<file path="src/rtl/alu_pkg.sv">
// ---------------------------------------------------------------------------
// alu_pkg
// Shared definitions for the handshaked ALU pipeline:
//   - opcode map (OP_ADD .. OP_NOR)
//   - FSM state encoding of the top-level controller
//   - res_width(): result width for a given operand width (2*WIDTH)
// ---------------------------------------------------------------------------
package alu_pkg;

    localparam logic [2:0] OP_ADD  = 3'b000;
    localparam logic [2:0] OP_SUB  = 3'b001;
    localparam logic [2:0] OP_MUL  = 3'b010;
    localparam logic [2:0] OP_DIV  = 3'b011;
    localparam logic [2:0] OP_OR   = 3'b100;
    localparam logic [2:0] OP_AND  = 3'b101;
    localparam logic [2:0] OP_NAND = 3'b110;
    localparam logic [2:0] OP_NOR  = 3'b111;

    typedef enum logic [1:0] {
        ST_IDLE = 2'd0,
        ST_DIV  = 2'd1,
        ST_HOLD = 2'd2
    } alu_state_t;

    function automatic int res_width(input int width);
        return 2 * width;
    endfunction

endpackage

</file>
<file path="src/rtl/alu_hs_pipe_if.sv">
// ---------------------------------------------------------------------------
// alu_hs_pipe_if
// Operand/result bus of alu_hs_pipe.
//   in1, in2, opcode, in_valid  : operand side, driven by the source
//   in_ready                    : driven by the ALU
//   out, flags, out_valid       : result side, driven by the ALU
//   out_ready                   : driven by the consumer
// Handshake: a transfer happens on a rising clock edge where valid and
// ready are both 1. The sender holds its payload stable while valid is 1
// and ready is 0; ready may depend combinationally on the other side.
// modport master = source/consumer side, modport slave = the ALU.
// ---------------------------------------------------------------------------
interface alu_hs_pipe_if #(parameter int WIDTH = 8);
    import alu_pkg::*;

    localparam int RW = res_width(WIDTH);

    logic [WIDTH-1:0] in1;
    logic [WIDTH-1:0] in2;
    logic [2:0]       opcode;
    logic             in_valid;
    logic             in_ready;
    logic [RW-1:0]    out;
    logic             out_valid;
    logic             out_ready;
    logic             flag_zero;
    logic             flag_carry;
    logic             flag_err;

    modport master (
        output in1, in2, opcode, in_valid, out_ready,
        input  in_ready, out, out_valid, flag_zero, flag_carry, flag_err
    );

    modport slave (
        input  in1, in2, opcode, in_valid, out_ready,
        output in_ready, out, out_valid, flag_zero, flag_carry, flag_err
    );

endinterface

</file>
<file path="src/rtl/alu_div_iter.sv">
// ---------------------------------------------------------------------------
// alu_div_iter
// Iterative restoring divider, one quotient bit per clock.
//   clock, reset        : clock, async active-low reset
//   start               : load dividend/divisor and begin WIDTH steps
//   dividend, divisor   : operands (divisor must be non-zero)
//   done                : high during the final step
//   quotient, remainder : outputs of the current step; final when done=1
// The outputs are the next-step values so the caller can register the
// final result on the same edge the last step completes.
// ---------------------------------------------------------------------------
module alu_div_iter #(
    parameter int WIDTH = 8
) (
    input  logic             clock,
    input  logic             reset,
    input  logic             start,
    input  logic [WIDTH-1:0] dividend,
    input  logic [WIDTH-1:0] divisor,
    output logic             done,
    output logic [WIDTH-1:0] quotient,
    output logic [WIDTH-1:0] remainder
);

    localparam int CW = $clog2(WIDTH + 1);

    logic [CW-1:0]    cnt;
    logic [WIDTH-1:0] q_r;
    logic [WIDTH-1:0] r_r;
    logic [WIDTH-1:0] d_r;
    logic [WIDTH:0]   partial;
    logic [WIDTH:0]   trial;
    logic [WIDTH-1:0] q_next;
    logic [WIDTH-1:0] r_next;

    // Shift the next dividend bit into the partial remainder and try to
    // subtract. Since r_r < d_r, a negative trial shows up as bit WIDTH set.
    always_comb begin
        partial = {r_r, q_r[WIDTH-1]};
        trial   = partial - {1'b0, d_r};
        if (!trial[WIDTH]) begin
            r_next = trial[WIDTH-1:0];
            q_next = {q_r[WIDTH-2:0], 1'b1};
        end else begin
            r_next = partial[WIDTH-1:0];
            q_next = {q_r[WIDTH-2:0], 1'b0};
        end
    end

    always_ff @(posedge clock or negedge reset) begin
        if (!reset) begin
            cnt <= '0;
            q_r <= '0;
            r_r <= '0;
            d_r <= '0;
        end else if (start) begin
            cnt <= CW'(WIDTH);
            q_r <= dividend;
            r_r <= '0;
            d_r <= divisor;
        end else if (cnt != '0) begin
            cnt <= cnt - CW'(1);
            q_r <= q_next;
            r_r <= r_next;
        end
    end

    assign done      = (cnt == CW'(1));
    assign quotient  = q_next;
    assign remainder = r_next;

endmodule

</file>
<file path="src/rtl/alu_hs_pipe.sv">
// ---------------------------------------------------------------------------
// alu_hs_pipe
// WIDTH-bit ALU with valid/ready handshakes and a 2*WIDTH-bit registered
// result. Single-cycle ops (and divide by zero) produce a result the cycle
// after acceptance; division runs iteratively for WIDTH+1 cycles.
//   clock     : rising-edge clock
//   reset     : async active-low reset
//   bus       : alu_hs_pipe_if slave (operands, result, flags, handshakes)
//   dbg_state : current controller state (IDLE/DIV/HOLD)
// ---------------------------------------------------------------------------
module alu_hs_pipe
    import alu_pkg::*;
#(
    parameter int WIDTH = 8
) (
    input  logic           clock,
    input  logic           reset,
    alu_hs_pipe_if.slave   bus,
    output alu_state_t     dbg_state
);

    localparam int RW = res_width(WIDTH);

    alu_state_t       state;
    logic             started;
    logic             accept;
    logic             drain;
    logic             div_start;
    logic             div_done;
    logic [WIDTH-1:0] div_q;
    logic [WIDTH-1:0] div_r;
    logic [RW-1:0]    op_a;
    logic [RW-1:0]    op_b;
    logic [RW-1:0]    alu_res;
    logic             alu_carry;
    logic             alu_err;
    logic [RW-1:0]    out_r;
    logic             out_valid_r;
    logic             zero_r;
    logic             carry_r;
    logic             err_r;

    assign op_a = {{WIDTH{1'b0}}, bus.in1};
    assign op_b = {{WIDTH{1'b0}}, bus.in2};

    // 'started' keeps in_ready low until the first edge after reset release.
    assign bus.in_ready = started && (state == ST_IDLE) && (!out_valid_r || bus.out_ready);
    assign accept       = bus.in_valid && bus.in_ready;
    assign drain        = out_valid_r && bus.out_ready;
    assign div_start    = accept && (bus.opcode == OP_DIV) && (bus.in2 != '0);

    // Single-cycle result. The OP_DIV entry is the divide-by-zero response;
    // a non-zero divisor takes the iterative path instead.
    always_comb begin
        alu_res   = '0;
        alu_carry = 1'b0;
        alu_err   = 1'b0;
        case (bus.opcode)
            OP_ADD: begin
                alu_res   = op_a + op_b;
                alu_carry = alu_res[WIDTH];
            end
            OP_SUB: begin
                alu_res   = op_a - op_b;
                alu_carry = (bus.in1 < bus.in2);
            end
            OP_MUL:  alu_res = op_a * op_b;
            OP_DIV: begin
                alu_res = {bus.in1, {WIDTH{1'b1}}};
                alu_err = 1'b1;
            end
            OP_OR:   alu_res = {{WIDTH{1'b0}}, bus.in1 | bus.in2};
            OP_AND:  alu_res = {{WIDTH{1'b0}}, bus.in1 & bus.in2};
            OP_NAND: alu_res = {{WIDTH{1'b0}}, ~(bus.in1 & bus.in2)};
            OP_NOR:  alu_res = {{WIDTH{1'b0}}, ~(bus.in1 | bus.in2)};
            default: alu_res = '0;
        endcase
    end

    alu_div_iter #(.WIDTH(WIDTH)) u_div (
        .clock     (clock),
        .reset     (reset),
        .start     (div_start),
        .dividend  (bus.in1),
        .divisor   (bus.in2),
        .done      (div_done),
        .quotient  (div_q),
        .remainder (div_r)
    );

    always_ff @(posedge clock or negedge reset) begin
        if (!reset) begin
            state       <= ST_IDLE;
            started     <= 1'b0;
            out_r       <= '0;
            out_valid_r <= 1'b0;
            zero_r      <= 1'b0;
            carry_r     <= 1'b0;
            err_r       <= 1'b0;
        end else begin
            started <= 1'b1;
            // A load below overrides this, giving drain+accept on one edge.
            if (drain) out_valid_r <= 1'b0;
            case (state)
                ST_IDLE: begin
                    if (accept) begin
                        if (div_start) begin
                            state <= ST_DIV;
                        end else begin
                            out_r       <= alu_res;
                            zero_r      <= (alu_res == '0);
                            carry_r     <= alu_carry;
                            err_r       <= alu_err;
                            out_valid_r <= 1'b1;
                        end
                    end
                end
                ST_DIV: begin
                    if (div_done) begin
                        out_r       <= {div_r, div_q};
                        zero_r      <= ({div_r, div_q} == '0);
                        carry_r     <= 1'b0;
                        err_r       <= 1'b0;
                        out_valid_r <= 1'b1;
                        state       <= ST_HOLD;
                    end
                end
                ST_HOLD: begin
                    if (drain) state <= ST_IDLE;
                end
                default: state <= ST_IDLE;
            endcase
        end
    end

    assign bus.out        = out_r;
    assign bus.out_valid  = out_valid_r;
    assign bus.flag_zero  = zero_r;
    assign bus.flag_carry = carry_r;
    assign bus.flag_err   = err_r;
    assign dbg_state      = state;

endmodule

</file>
<file path="src/flat_wrapper.sv">
// flat-port wrapper written by rule: the top's interface ports become plain ports
module alu_hs_pipe_flat import alu_pkg::*;
#(
    parameter int WIDTH = 8
)
  (clock, reset, dbg_state, bus_in1, bus_in2, bus_opcode, bus_in_valid, bus_out_ready, bus_in_ready, bus_out, bus_out_valid, bus_flag_zero, bus_flag_carry, bus_flag_err);
  alu_hs_pipe_if #(.WIDTH(WIDTH)) bus_i ();
  input  logic clock;
  input  logic reset;
  output alu_state_t dbg_state;
  input wire logic [$bits(bus_i.in1)-1:0] bus_in1;
  input wire logic [$bits(bus_i.in2)-1:0] bus_in2;
  input wire logic [$bits(bus_i.opcode)-1:0] bus_opcode;
  input wire logic [$bits(bus_i.in_valid)-1:0] bus_in_valid;
  input wire logic [$bits(bus_i.out_ready)-1:0] bus_out_ready;
  output wire logic [$bits(bus_i.in_ready)-1:0] bus_in_ready;
  output wire logic [$bits(bus_i.out)-1:0] bus_out;
  output wire logic [$bits(bus_i.out_valid)-1:0] bus_out_valid;
  output wire logic [$bits(bus_i.flag_zero)-1:0] bus_flag_zero;
  output wire logic [$bits(bus_i.flag_carry)-1:0] bus_flag_carry;
  output wire logic [$bits(bus_i.flag_err)-1:0] bus_flag_err;
  assign bus_i.in1 = bus_in1;
  assign bus_i.in2 = bus_in2;
  assign bus_i.opcode = bus_opcode;
  assign bus_i.in_valid = bus_in_valid;
  assign bus_i.out_ready = bus_out_ready;
  assign bus_in_ready = bus_i.in_ready;
  assign bus_out = bus_i.out;
  assign bus_out_valid = bus_i.out_valid;
  assign bus_flag_zero = bus_i.flag_zero;
  assign bus_flag_carry = bus_i.flag_carry;
  assign bus_flag_err = bus_i.flag_err;
  alu_hs_pipe #(.WIDTH(WIDTH)) u_core (.clock(clock), .reset(reset), .bus(bus_i), .dbg_state(dbg_state));
endmodule
</file>
<file path="config.mk">
export PLATFORM = sky130hd
export DESIGN_NAME = alu_hs_pipe_flat
export DESIGN_NICKNAME = d
export VERILOG_FILES = /design/src/rtl/alu_pkg.sv /design/src/rtl/alu_hs_pipe_if.sv /design/src/rtl/alu_div_iter.sv /design/src/rtl/alu_hs_pipe.sv /design/src/flat_wrapper.sv
export SDC_FILE = /design/constraint.sdc
export NUM_CORES = 1
export LEC_CHECK = 0
export BUFFER_PORTS_ARGS = -buffer_cell sky130_fd_sc_hd__buf_2
export CELL_PAD_IN_SITES_DETAIL_PLACEMENT = 1
export CELL_PAD_IN_SITES_GLOBAL_PLACEMENT = 2
export CORE_UTILIZATION = 35
export CTS_BUF_LIST = sky130_fd_sc_hd__clkbuf_4 sky130_fd_sc_hd__clkbuf_8
export DETAILED_ROUTE_END_ITERATION = 7
export PLACE_DENSITY = 0.83
export SYNTH_ARGS = -nofsm -noshare
export SYNTH_HDL_FRONTEND = slang
export SYNTH_SLANG_ARGS = --single-unit
</file>
<file path="constraint.sdc">
create_clock -name clock -period 4.7 [get_ports clock]
set_input_delay 0.94 -clock clock [delete_from_list [all_inputs] [get_ports clock]]
set_output_delay 0.94 -clock clock [all_outputs]
set_load 0.005 [all_outputs]
</file>
Word-level counts from Yosys, hierarchy flattened
Index checks and enable logic that the tools add are counted.
{"block": "word_totals", "in_bits": 23, "register_bits": 51, "output_inout_bits": 23, "elab_cells": 90}
{"block": "classes", "addsub": 4, "muxes": 36, "multipliers": 1, "bitwise_logic": 4, "order_cmp": 1, "n_eq_ne": 15, "n_reduce_logical": 18}
{"op": "$pmux W16 S8", "n": 1}
{"op": "$mux W16", "n": 3}
{"op": "$mux W8", "n": 5}
{"op": "$logic_not A16 Y1", "n": 2}
{"op": "$pmux W16 S2", "n": 1}
{"op": "$mul A8 B8 Y16", "n": 1}
{"op": "$not A8 Y8", "n": 2}
{"op": "$mux W1", "n": 14}
{"op": "$eq A3 B3 Y1 const B", "n": 4}
{"op": "$pmux W1 S2", "n": 5}
{"op": "$add A8 B8 Y9", "n": 1}
{"op": "$sub A8 B8 Y9", "n": 1}
{"op": "$sub A9 B8 Y9", "n": 1}
{"op": "$and A8 B8 Y8", "n": 1}
{"op": "$lt A8 B8 Y1", "n": 1}
{"op": "$mux W2", "n": 4}
{"op": "$mux W4", "n": 2}
{"op": "$ne A2 B1 Y1 const B", "n": 4}
{"op": "$or A8 B8 Y8", "n": 1}
{"op": "$reduce_and A4 Y1", "n": 2}
{"op": "$reduce_bool A8 Y1", "n": 1}
{"op": "$eq A3 B2 Y1 const B", "n": 2}
{"op": "$logic_and A1 B1 Y1", "n": 6}
{"op": "$pmux W2 S3", "n": 1}
{"op": "12 further kinds", "n": 13}

Longest topological paths before layout
Gate-level depths: netlist of run 1.
{"block": "depth", "word_depth": 9, "depth_mapped": 20, "depth_no_buf": 19}

Modules after synthesis
From an unflattened synthesis of run 1, not the netlist that was laid out.
{"block": "hier_totals", "hier_cells": 770, "hier_area_um2": 6316.1}
{"mod": "alu_hs_pipe", "area_per_inst_um2": 4530.6, "cells_per_inst": 572, "seq_area_each_um2": 575.6, "n_inst": 1}
{"mod": "alu_div_iter", "area_per_inst_um2": 1785.5, "cells_per_inst": 198, "seq_area_each_um2": 700.7, "n_inst": 1}

Least setup slack after synthesis of run 1
OpenSTA, ideal clock, no wires.
{"block": "synth_path", "path_type": "in2reg", "start": "in bus_in2[4]", "end": "reg u_core.zero_r (netlist: u_core.bus.flag_zero)", "n_path_buf": 0, "arrival_ns": 5.119, "required_ns": 4.624, "path_slack_ns": -0.495, "cell_stages": 16, "setup_ns": 0.076, "path_cell_list": "ha_1 > fa_1 > fa_1 > fa_1 > inv_1 > fa_1 > inv_1 > ha_1 > o21a_1 > nor2_1 > nor2b_1 > a221oi_1 > o311a_1 > nand4b_1 > or4_1 > o21ai_1"}
{"block": "synth_between", "elab_chain_cells": 7, "elab_cells_between_ends": 16, "classes_between": "add/sub (2); mul (1); eq/ne (1); mux (4); bitwise (4); reduce/logical (4)"}
{"item": "start, declared", "line": "flat_wrapper.sv:12", "rtl": "input wire logic [$bits(bus_i.in2)-1:0] bus_in2;"}
{"item": "branches (longest 7 deep; another with $mul A8 B8 Y16)"}
{"item": "end signal, assigned", "line": "alu_hs_pipe.sv:111", "rtl": "zero_r <= (alu_res == '0);"}
{"item": "end signal, assigned", "line": "alu_hs_pipe.sv:121", "rtl": "zero_r <= ({div_r, div_q} == '0);"}
{"item": "end, declared", "line": "alu_hs_pipe.sv:39", "rtl": "logic zero_r;"}
Several ways; the timed one is not identified. The select of a mux whose other input is x is not followed.
A chain may end at the register's enable or synchronous reset.

Final worst setup path of run 1
{"block": "layout_path", "start": "in bus_in2[2]", "end": "reg u_core.zero_r (netlist: u_core.bus.flag_zero)"}
Same word-level chain as after synthesis.

==> impl_metrics.tcl, run 1 <==
set metrics [dict create \
    violations "setup timing" \
    nets 1050 \
    grt_use_total_pct 26.7 \
    cts_made_buffers 5 \
    cts_tree "done" \
    vias 6318 \
    drt-pass1-iter-count 4 \
    worst_slack_ns -0.394 \
    setup_violations 9 \
    instances_no_fill 1143 \
    tns_ns -1.94 \
    min_period_over_period_pct 108 \
    yosysWarningCount 0 \
    slew_headroom_pct 18.0 \
    die_w_um 137 \
    timing.fmax_ghz 0.196 \
    final_cell_mix "115 x buf_4, 81 x nor2_1, 73 x inv_1" \
    start_util_pct 36.3 \
    async_flop_share_pct 100 \
    cp_max_fo 6 \
    rrSetupSlack_ns 1.62 \
    period_needed_ns 5.09 \
    cp_num_buf_inv 6 \
    drv_cap 0 \
    yosys_register_bits 51 \
    core_area_um2 17500 \
    syn_inst 771 \
    wl_um 24200 \
    end_kind "flip-flop" \
    antenna_found_initial 0 \
    diodes 0 \
    arrival_ns 5.35 \
    synth_ff_type "dfrtp_1" \
    area_growth_pct 33.9 \
    outcome "complete, but fails checks" \
    ant_nets 0 \
    power_density_nw_per_um2 566 \
    io_buffers 45 \
    drt-initial-drc-count 352 \
    worst_pin_slew_ns 1.23 \
    fp.dieArea_um2 18700 \
    place_inst 1108 \
    hpwlAfterDp_um 18200 \
    grt_pass1_vias 6878 \
    hold_path_class "reg2reg" \
    synth_nets 904 \
    grt_overflow 0 \
    cts_root_buffer "clkbuf_8" \
    slew_viol_final 0 \
    rows 48 \
    hold_viol_final 0 \
    synth-edff-count 0 \
    path_cells "buf_8 > clkinvlp_4 > buf_6 > nor2_4 > fa_2 > ha_4 > inv_2 > fa_1 > fa_1 > inv_2 > ha_4 > buf_12 > o21ai_4 > o21ai_1 > nor2b_4 > a221oi_2 > o311a_4 > nand4b_1 > or4_1 > o21ai_1" \
    crit_family "adder cells" \
    routabilityCongestion 0.906 \
    cpPeakStageDelay_ns 0.55 \
    synth_area_leaders "dfrtp_1 20%, ha_1 14%, fa_1 12%" \
    synth_top_area_cell "dfrtp_1" \
    h-tree-depth 2 \
    layout_commonest_cell "buf_4" \
    crit_type "in2reg" \
    holdBufCountCts 0 \
    fp.dieH_um 137 \
    clock_path_buffers 2 \
    syn_area_per_cell_um2 8.23 \
    routed_via_density 5.53 \
    io_pins 46 \
    n_fill_cell 2076 \
    rsz0062_at_grt "yes" \
    clkSinkCount 51 \
    insertion_delay_ns 0.32 \
    fin_skew_ns 0.00781 \
    path_clk_slew_ns 0.10 \
    peakVddDrop_uv 539 \
    cp_slowest_cell "fa_1" \
    p_leak_nw 3.97 \
    grt_max_degree 52 \
    drive_above_1_share_pct 32.6 \
    drc 0 \
    synth_top_area_share_pct 20.1 \
    worst_ep_required_time_ns 4.95 \
    grt_pass1_wl_um 37800 \
    yosysSeqAreaShare_pct 20.1 \
    synth_cell_types 63 \
    wl_per_cell_um 21.1 \
    syn_area_um2 6350 \
    worstSetupStartpointType "input port" \
]
layout make-up:
class / count / area [um2] / area share [%]
Tap cell: 225 / 282 / 3.31
Sequential cell: 51 / 1280 / 15.0
Clock inverter: 1 / 5.00 / 0.0589
Multi-Input combinational cell: 595 / 5160 / 60.7
Timing Repair Buffer: 169 / 1290 / 15.2
Inverter: 95 / 404 / 4.76
Clock buffer: 7 / 83.8 / 0.986
worst paths after layout:
check,startpoint,endpoint,cells after the start
setup / recovery,bus_in2[2],u_core.bus.flag_zero,20
hold / removal,u_core.bus.flag_err,u_core.bus.flag_err,2
setup reg to reg,u_core.u_div.q_r[7],u_core.bus.out[8],13
hold reg to reg,u_core.bus.flag_err,u_core.bus.flag_err,2
max in group asynchronous,reset,u_core.u_div.d_r[3],1
min in group asynchronous,reset,u_core.u_div.r_r[7],1
registers in the layout, summed over array words and instances, names as in the netlist:
signal,flops
u_core.u_div.q_r,8
u_core.u_div.r_r,8
u_core.bus.flag_err,1
u_core.bus.flag_zero,1
u_core.bus.flag_carry,1
u_core.started,1
u_core.bus.out_valid,1
u_core.bus.out,16
u_core.dbg_state,2
u_core.u_div.d_r,8
u_core.u_div.cnt,4
worst reg2reg max path, cell delays in order (launching register included):
cell and delay, ns:
dfrtp_1 0.39, inv_1 0.11, ha_1 0.23, inv_1 0.07
fa_1 0.40, a21oi_1 0.21, o211ai_1 0.15, nor3_1 0.18
o21bai_1 0.11, xor2_1 0.15, buf_4 0.24, mux2_2 0.38
mux2_4 0.27, a21oi_2 0.11
kinds of logic after synthesis:
logic type                 count (synthesis)  synth area share, %
other                                      1               0.0591
adders and majority gates                110                 26.3
and+or+nand+nor                          250                 18.4
buffers and inverters                    125                 7.78
DFF                                       51                 20.1
muxes                                     46                 7.53
AOI/OAI and AO/OA                        171                 17.5
xor gates and xnor gates                  17                 2.35
report_power, final:
group | switching [mW] | internal (mW) | total, mW
Clock | 0.155 | 0.117 | 0.271
Sequential | 0.177 | 0.660 | 0.836
Combinational | 1.95 | 1.75 | 3.70
per-layer routing:
| metal | GRT usage, % | wire [um] | vias to the layer above |
|---|---|---|---|
| met5 | 0 | 0 | - |
| met4 | 8.09 | 509 | 0 |
| li1 | - | - | 2933 |
| met3 | 2.74 | 725 | 31 |
| met1 | 35.6 | 10800 | 3216 |
| met2 | 45.2 | 12200 | 138 |
metrics by stage:
stage / area (um2) / hold slack [ns] / worst slack (ns) / power (mW) / utilization [%]
floorplan: 6520 / 0.463 / -0.210 / 2.74 / -
global placement: 7610 / 0.454 / -0.762 / 3.61 / 43.5
detailed placement: 7610 / 0.457 / -0.856 / 3.75 / 43.5
CTS: 8310 / 0.486 / -0.252 / 4.50 / 47.6
global route: 8500 / 0.527 / -0.500 / 5.16 / 48.6
finish: 8500 / 0.480 / -0.394 / 4.81 / 48.6
synth_stat cells, drive strengths merged (9+ instances only):
library cell,count
clkbuf,18
mux2i,32
xnor2,10
nand3,11
fa,39
a31oi,11
dfrtp,51
inv,93
nor2,104
o21ai,46
nand2b,21
nor2b,9
nor3,10
a21oi,38
ha,71
mux2,14
buf,12
nand2,61
a211oi,15
what timing repair did:
| action | 4_1_cts | 5_1_grt |
|---|---|---|
| pin swaps | 45 | 20 |
| gates resized for setup | 107 | 27 |
| endpoints found under the hold margin | 0 | 0 |
| buffers inserted | 23 | 8 |
| setup endpoints to repair | 12 | 12 |
(Power assumes the default switching activity.)
==> run 2: changes to the inputs <==
Settings changed: BUFFER_PORTS_ARGS -buffer_cell sky130_fd_sc_hd__buf_2 to unset, DONT_BUFFER_PORTS set to 1, PLACE_DENSITY 0.83 to 0.79.
==> impl_metrics.tcl, run 2 (same netlist as run 1, synthesis figures left out) <==
set metrics [dict create \
    place_area_um2 7240 \
    routabilityCongestion 0.894 \
    grt_overflow 0 \
    area_growth_pct 23.2 \
    outcome "complete, but fails checks" \
    insertion_delay_ns 0.32 \
    cp_num_buf_inv 5 \
    antenna_found_initial 0 \
    worst_slack_ns -0.318 \
    crit_type "in2reg" \
    cpPeakStageDelay_ns 0.52 \
    register_area_um2 1280 \
    rows 48 \
    hold_path_class "in2async" \
    cp_max_fo 6 \
    h-tree-depth 2 \
    nets 977 \
    largest_reg_flops 16 \
    path_cells "clkinvlp_4 > nor2_4 > fa_1 > fa_1 > fa_1 > inv_2 > fa_1 > inv_2 > ha_4 > inv_1 > nor2_1 > a211oi_2 > o31a_1 > nor4_1 > a2111oi_1 > buf_4 > mux2_1 > a21oi_1" \
    p_leak_nw 3.58 \
    routed_via_density 5.58 \
    fin_skew_ns 0.0106 \
    grt_max_degree 52 \
    fp.dieH_um 137 \
    final_cell_mix "90 x buf_4, 84 x nor2_1, 74 x inv_1" \
    arrival_ns 5.26 \
    diodes 0 \
    drt-initial-drc-count 342 \
    cp_slowest_cell "fa_1" \
    drive_above_1_share_pct 24.8 \
    cts_tree "done" \
    total_power_mw 4.38 \
    pre_cts_ws_ns -0.644 \
    slew_headroom_pct 22.2 \
    slew_viol_final 0 \
    fp.dieArea_um2 18700 \
    drt-pass1-iter-count 5 \
    peakVddDrop_uv 462 \
    core_area_um2 17500 \
    crit_family "adder cells" \
    fin_area_um2 7820 \
    rsz0062_at_grt "yes" \
    die_w_um 137 \
    violations "setup timing" \
    worst_ep_required_time_ns 4.94 \
    drc 0 \
    io_pins 46 \
    end_kind "flip-flop" \
    hpwlAfterDp_um 17800 \
    drv_cap 0 \
    wl_per_cell_um 21.2 \
    setup_violations 7 \
    path_clk_slew_ns 0.10 \
    clock_path_buffers 2 \
    hold_viol_final 0 \
    multi_input_area_um2 5020 \
    cts_root_buffer "clkbuf_8" \
    vias 5967 \
    start_util_pct 36.3 \
    grt_use_total_pct 24.9 \
    clkSinkCount 51 \
    layout_commonest_cell "buf_4" \
    rrSetupSlack_ns 1.58 \
    io_buffers 0 \
    worst_pin_slew_ns 1.16 \
    period_needed_ns 5.02 \
    power_density_nw_per_um2 560 \
    holdBufCountCts 0 \
    worstSetupStartpointType "input port" \
    wl_um 22600 \
    grt_pass1_vias 6478 \
    cts_made_buffers 5 \
    grt_pass1_wl_um 35100 \
    min_period_over_period_pct 107 \
    timing.fmax_ghz 0.199 \
    tns_ns -1.26 \
    ant_nets 0 \
    crit_top_cell "fa_1" \
    n_fill_cell 2083 \
]
-- run 2: cell count changes in the layout (fill, tap and decap cells not counted), sizes merged --
cell      previous run  this run
clkinv               3         4
clkbuf               7         5
inv                 82        81
clkinvlp            11        12
buf                169        96
-- run 2: final cells by class --
| cell class | count | share of cell area [%] |
|---|---|---|
| multi-input combinational | 595 | 64.2 |
| sequential | 51 | 16.3 |
| timing repair buffer | 96 | 9.73 |
| inverter | 95 | 5.14 |
| tap | 225 | 3.60 |
| clock buffer | 5 | 0.880 |
| clock inverter | 2 | 0.176 |
-- run 2: final timing paths --
check	depth (start not counted)	startpoint	end
min in group clock	2	u_core.bus.out[3]	u_core.bus.out[3]
hold reg to reg	2	u_core.bus.out[3]	u_core.bus.out[3]
max in group asynchronous	0	reset	u_core.bus.out[5]
setup / recovery	18	bus_in2[3]	u_core.bus.out[14]
setup reg to reg	13	u_core.u_div.q_r[7]	u_core.bus.out[9]
hold / removal	0	reset	u_core.u_div.q_r[7]
-- run 2: stage by stage --
| step | utilization, % | hold slack (ns) | cells |
|---|---|---|---|
| 2_1_floorplan | - | 0.463 | 771 |
| 3_3_place_gp | 41.4 | 0.493 | 1043 |
| 3_5_place_dp | 41.4 | 0.502 | 1043 |
| 4_1_cts | 42.7 | 0.297 | 1056 |
| 5_1_grt | 44.7 | 0.290 | 1069 |
| 6_report | 44.7 | 0.317 | 1069 |
-- run 2: worst register-to-register path: stages, from the launching register on --
cell and delay [ns]:
dfrtp_1 0.39, inv_1 0.10, ha_1 0.21, inv_1 0.07, fa_1 0.41, a21oi_1 0.22, o211ai_1 0.16, nor3_1 0.17
o21bai_1 0.11, xor2_1 0.13, buf_4 0.24, mux2i_1 0.37, mux2i_2 0.14, mux2_4 0.28
-- run 2: repair_timing --
item / in CTS / in global routing
endpoints found under the setup margin: 8 / 11
pin swaps: 5 / 38
buffers inserted: 8 / 15
gates resized for setup: 24 / 54
-- run 2: per-layer routing --
metal / global-route usage (%) / vias up / part of all wire [%]
met3: 2.96 / 38 / 4.1
met1: 33.6 / 3021 / 44
met4: 7.10 / 0 / 2.2
li1: - / 2784 / -
met2: 41.7 / 124 / 49
met5: 0 / - / 0
-- run 2: power breakdown --
| group | internal, mW | switching (mW) |
|---|---|---|
| registers | 0.660 | 0.204 |
| clock network | 0.102 | 0.151 |
| logic | 1.55 | 1.71 |
| total | 2.32 | 2.06 |
==> run 3: changes to the inputs <==
Settings changed: CTS_BUF_LIST sky130_fd_sc_hd__clkbuf_4 sky130_fd_sc_hd__clkbuf_8 to unset.
==> impl_metrics.tcl, run 3 (same netlist as run 1, synthesis figures left out) <==
set metrics [dict create \
    path_clk_slew_ns 0.07 \
    hpwlAfterDp_um 17800 \
    rows 48 \
    ant_nets 0 \
    register_area_um2 1280 \
    end_kind "flip-flop" \
    worst_pin_slew_ns 1.18 \
    cts_made_buffers 5 \
    hold_viol_final 0 \
    arrival_ns 5.22 \
    hold_path_class "in2async" \
    rsz0062_at_grt "yes" \
    io_buffers 0 \
    h-tree-depth 2 \
    clkSinkCount 51 \
    power_density_nw_per_um2 566 \
    r2r_start "u_core.u_div.q_r[7]" \
    crit_type "in2reg" \
    clock_path_buffers 2 \
    die_w_um 137 \
    layout_commonest_cell "buf_4" \
    rrSetupSlack_ns 1.58 \
    routabilityCongestion 0.894 \
    grt_pass1_vias 6484 \
    wl_um 22700 \
    use_met1_pct 33.8 \
    vias 5961 \
    grt_max_degree 52 \
    reg2regPathDepth 13 \
    min_period_over_period_pct 106 \
    worst_ep_required_time_ns 4.93 \
    instances_no_fill 1064 \
    fp.dieArea_um2 18700 \
    slew_headroom_pct 21.5 \
    timing.fmax_ghz 0.201 \
    place_inst 1043 \
    drv_cap 0 \
    globalRouteMet2Util_pct 41.7 \
    final_cell_mix "86 x buf_4, 85 x nor2_1, 73 x inv_1" \
    cts_tree "done" \
    wl_per_cell_um 21.3 \
    largest_reg_flops 16 \
    drc 0 \
    multi_input_area_um2 5030 \
    violations "setup timing" \
    fin_skew_ns 0.0112 \
    top_usage_layer "met2" \
    area_growth_pct 23.8 \
    cp_max_fo 6 \
    slew_viol_final 0 \
    io_pins 46 \
    insertion_delay_ns 0.30 \
    antenna_found_initial 0 \
    pre_cts_ws_ns -0.644 \
    worstSetupStartpointType "input port" \
    n_fill_cell 2075 \
    routed_via_density 5.60 \
    grt_use_total_pct 25.0 \
    p_leak_nw 3.58 \
    drive_above_1_share_pct 24.6 \
    hold_ws_ns 0.337 \
    grt_pass1_wl_um 35200 \
    total_power_mw 4.45 \
    worst_slack_ns -0.285 \
    drt-initial-drc-count 342 \
    fp.dieH_um 137 \
    holdBufCountCts 0 \
    drt-pass1-iter-count 4 \
    r2r_end "u_core.bus.out[9]" \
    use_met3_pct 2.85 \
    setup_violations 8 \
    start_util_pct 36.3 \
    outcome "complete, but fails checks" \
    peakVddDrop_uv 432 \
    core_area_um2 17500 \
    diodes 0 \
    period_needed_ns 4.99 \
    nets 972 \
    grt_overflow 0 \
    cts_root_buffer "clkbuf_16" \
]
[run 3: worst max path at each step]
stage	end	startpoint	slack (ns)	cells after the start
after CTS	u_core.bus.flag_zero	bus_in2[2]	-0.22	17
after global placement	u_core.bus.flag_zero	bus_in2[5]	-0.47	17
after global routing	u_core.bus.flag_zero	bus_in2[3]	-0.46	17
after floorplan	u_core.bus.flag_zero	bus_in1[3]	-0.21	17
after detailed placement	u_core.bus.flag_zero	bus_in2[2]	-0.64	17
final	u_core.bus.flag_zero	bus_in2[3]	-0.29	18
[run 3: through the flow]
| stage | utilization, % | cell area [um2] | TNS [ns] |
|---|---|---|---|
| 2_1_floorplan | - | 6520 | -0.294 |
| 3_3_place_gp | 41.4 | 7240 | -3.45 |
| 3_5_place_dp | 41.4 | 7240 | -4.71 |
| 4_1_cts | 43.3 | 7560 | -0.914 |
| 5_1_grt | 45.0 | 7860 | -2.46 |
| 6_report | 45.0 | 7860 | -1.25 |
[run 3: metal layers]
layer / vias up / share of wire, %
met5: - / 0
met4: 0 / 2.5
met3: 39 / 3.9
met2: 127 / 48
met1: 3017 / 45
li1: 2778 / -
[run 3: power breakdown]
| part | internal, mW | total [mW] | switching [mW] |
|---|---|---|---|
| combinational | 1.52 | 3.22 | 1.69 |
| clock | 0.195 | 0.363 | 0.168 |
| sequential | 0.662 | 0.867 | 0.205 |
| total | 2.38 | 4.45 | 2.06 |
[run 3: repair_timing]
action	in CTS	in global routing
gates resized for setup	28	50
pin swaps	5	38
hold endpoints to repair	0	0
endpoints found under the setup margin	8	11
setup buffers	9	9
[run 3: area by class of cell]
cell class,count,share of cell area (%)
sequential,51,16.2
timing repair buffer,91,9.27
clock buffer,5,1.59
clock inverter,2,0.175
multi-input combinational,595,64.0
tap,225,3.58
inverter,95,5.11
[run 3: worst max-delay path, stage by stage]
cell and delay, ns:
clkinvlp_4 0.17, nor2_4 0.16, fa_1 0.48, fa_1 0.52, fa_1 0.52, inv_2 0.04
fa_1 0.49, inv_2 0.05, ha_4 0.22, o21a_1 0.19, nor2_4 0.14, nor2b_4 0.06
buf_4 0.14, a31oi_4 0.17, mux2i_2 0.26, o21ai_2 0.09, or4_1 0.41, o21ai_1 0.13
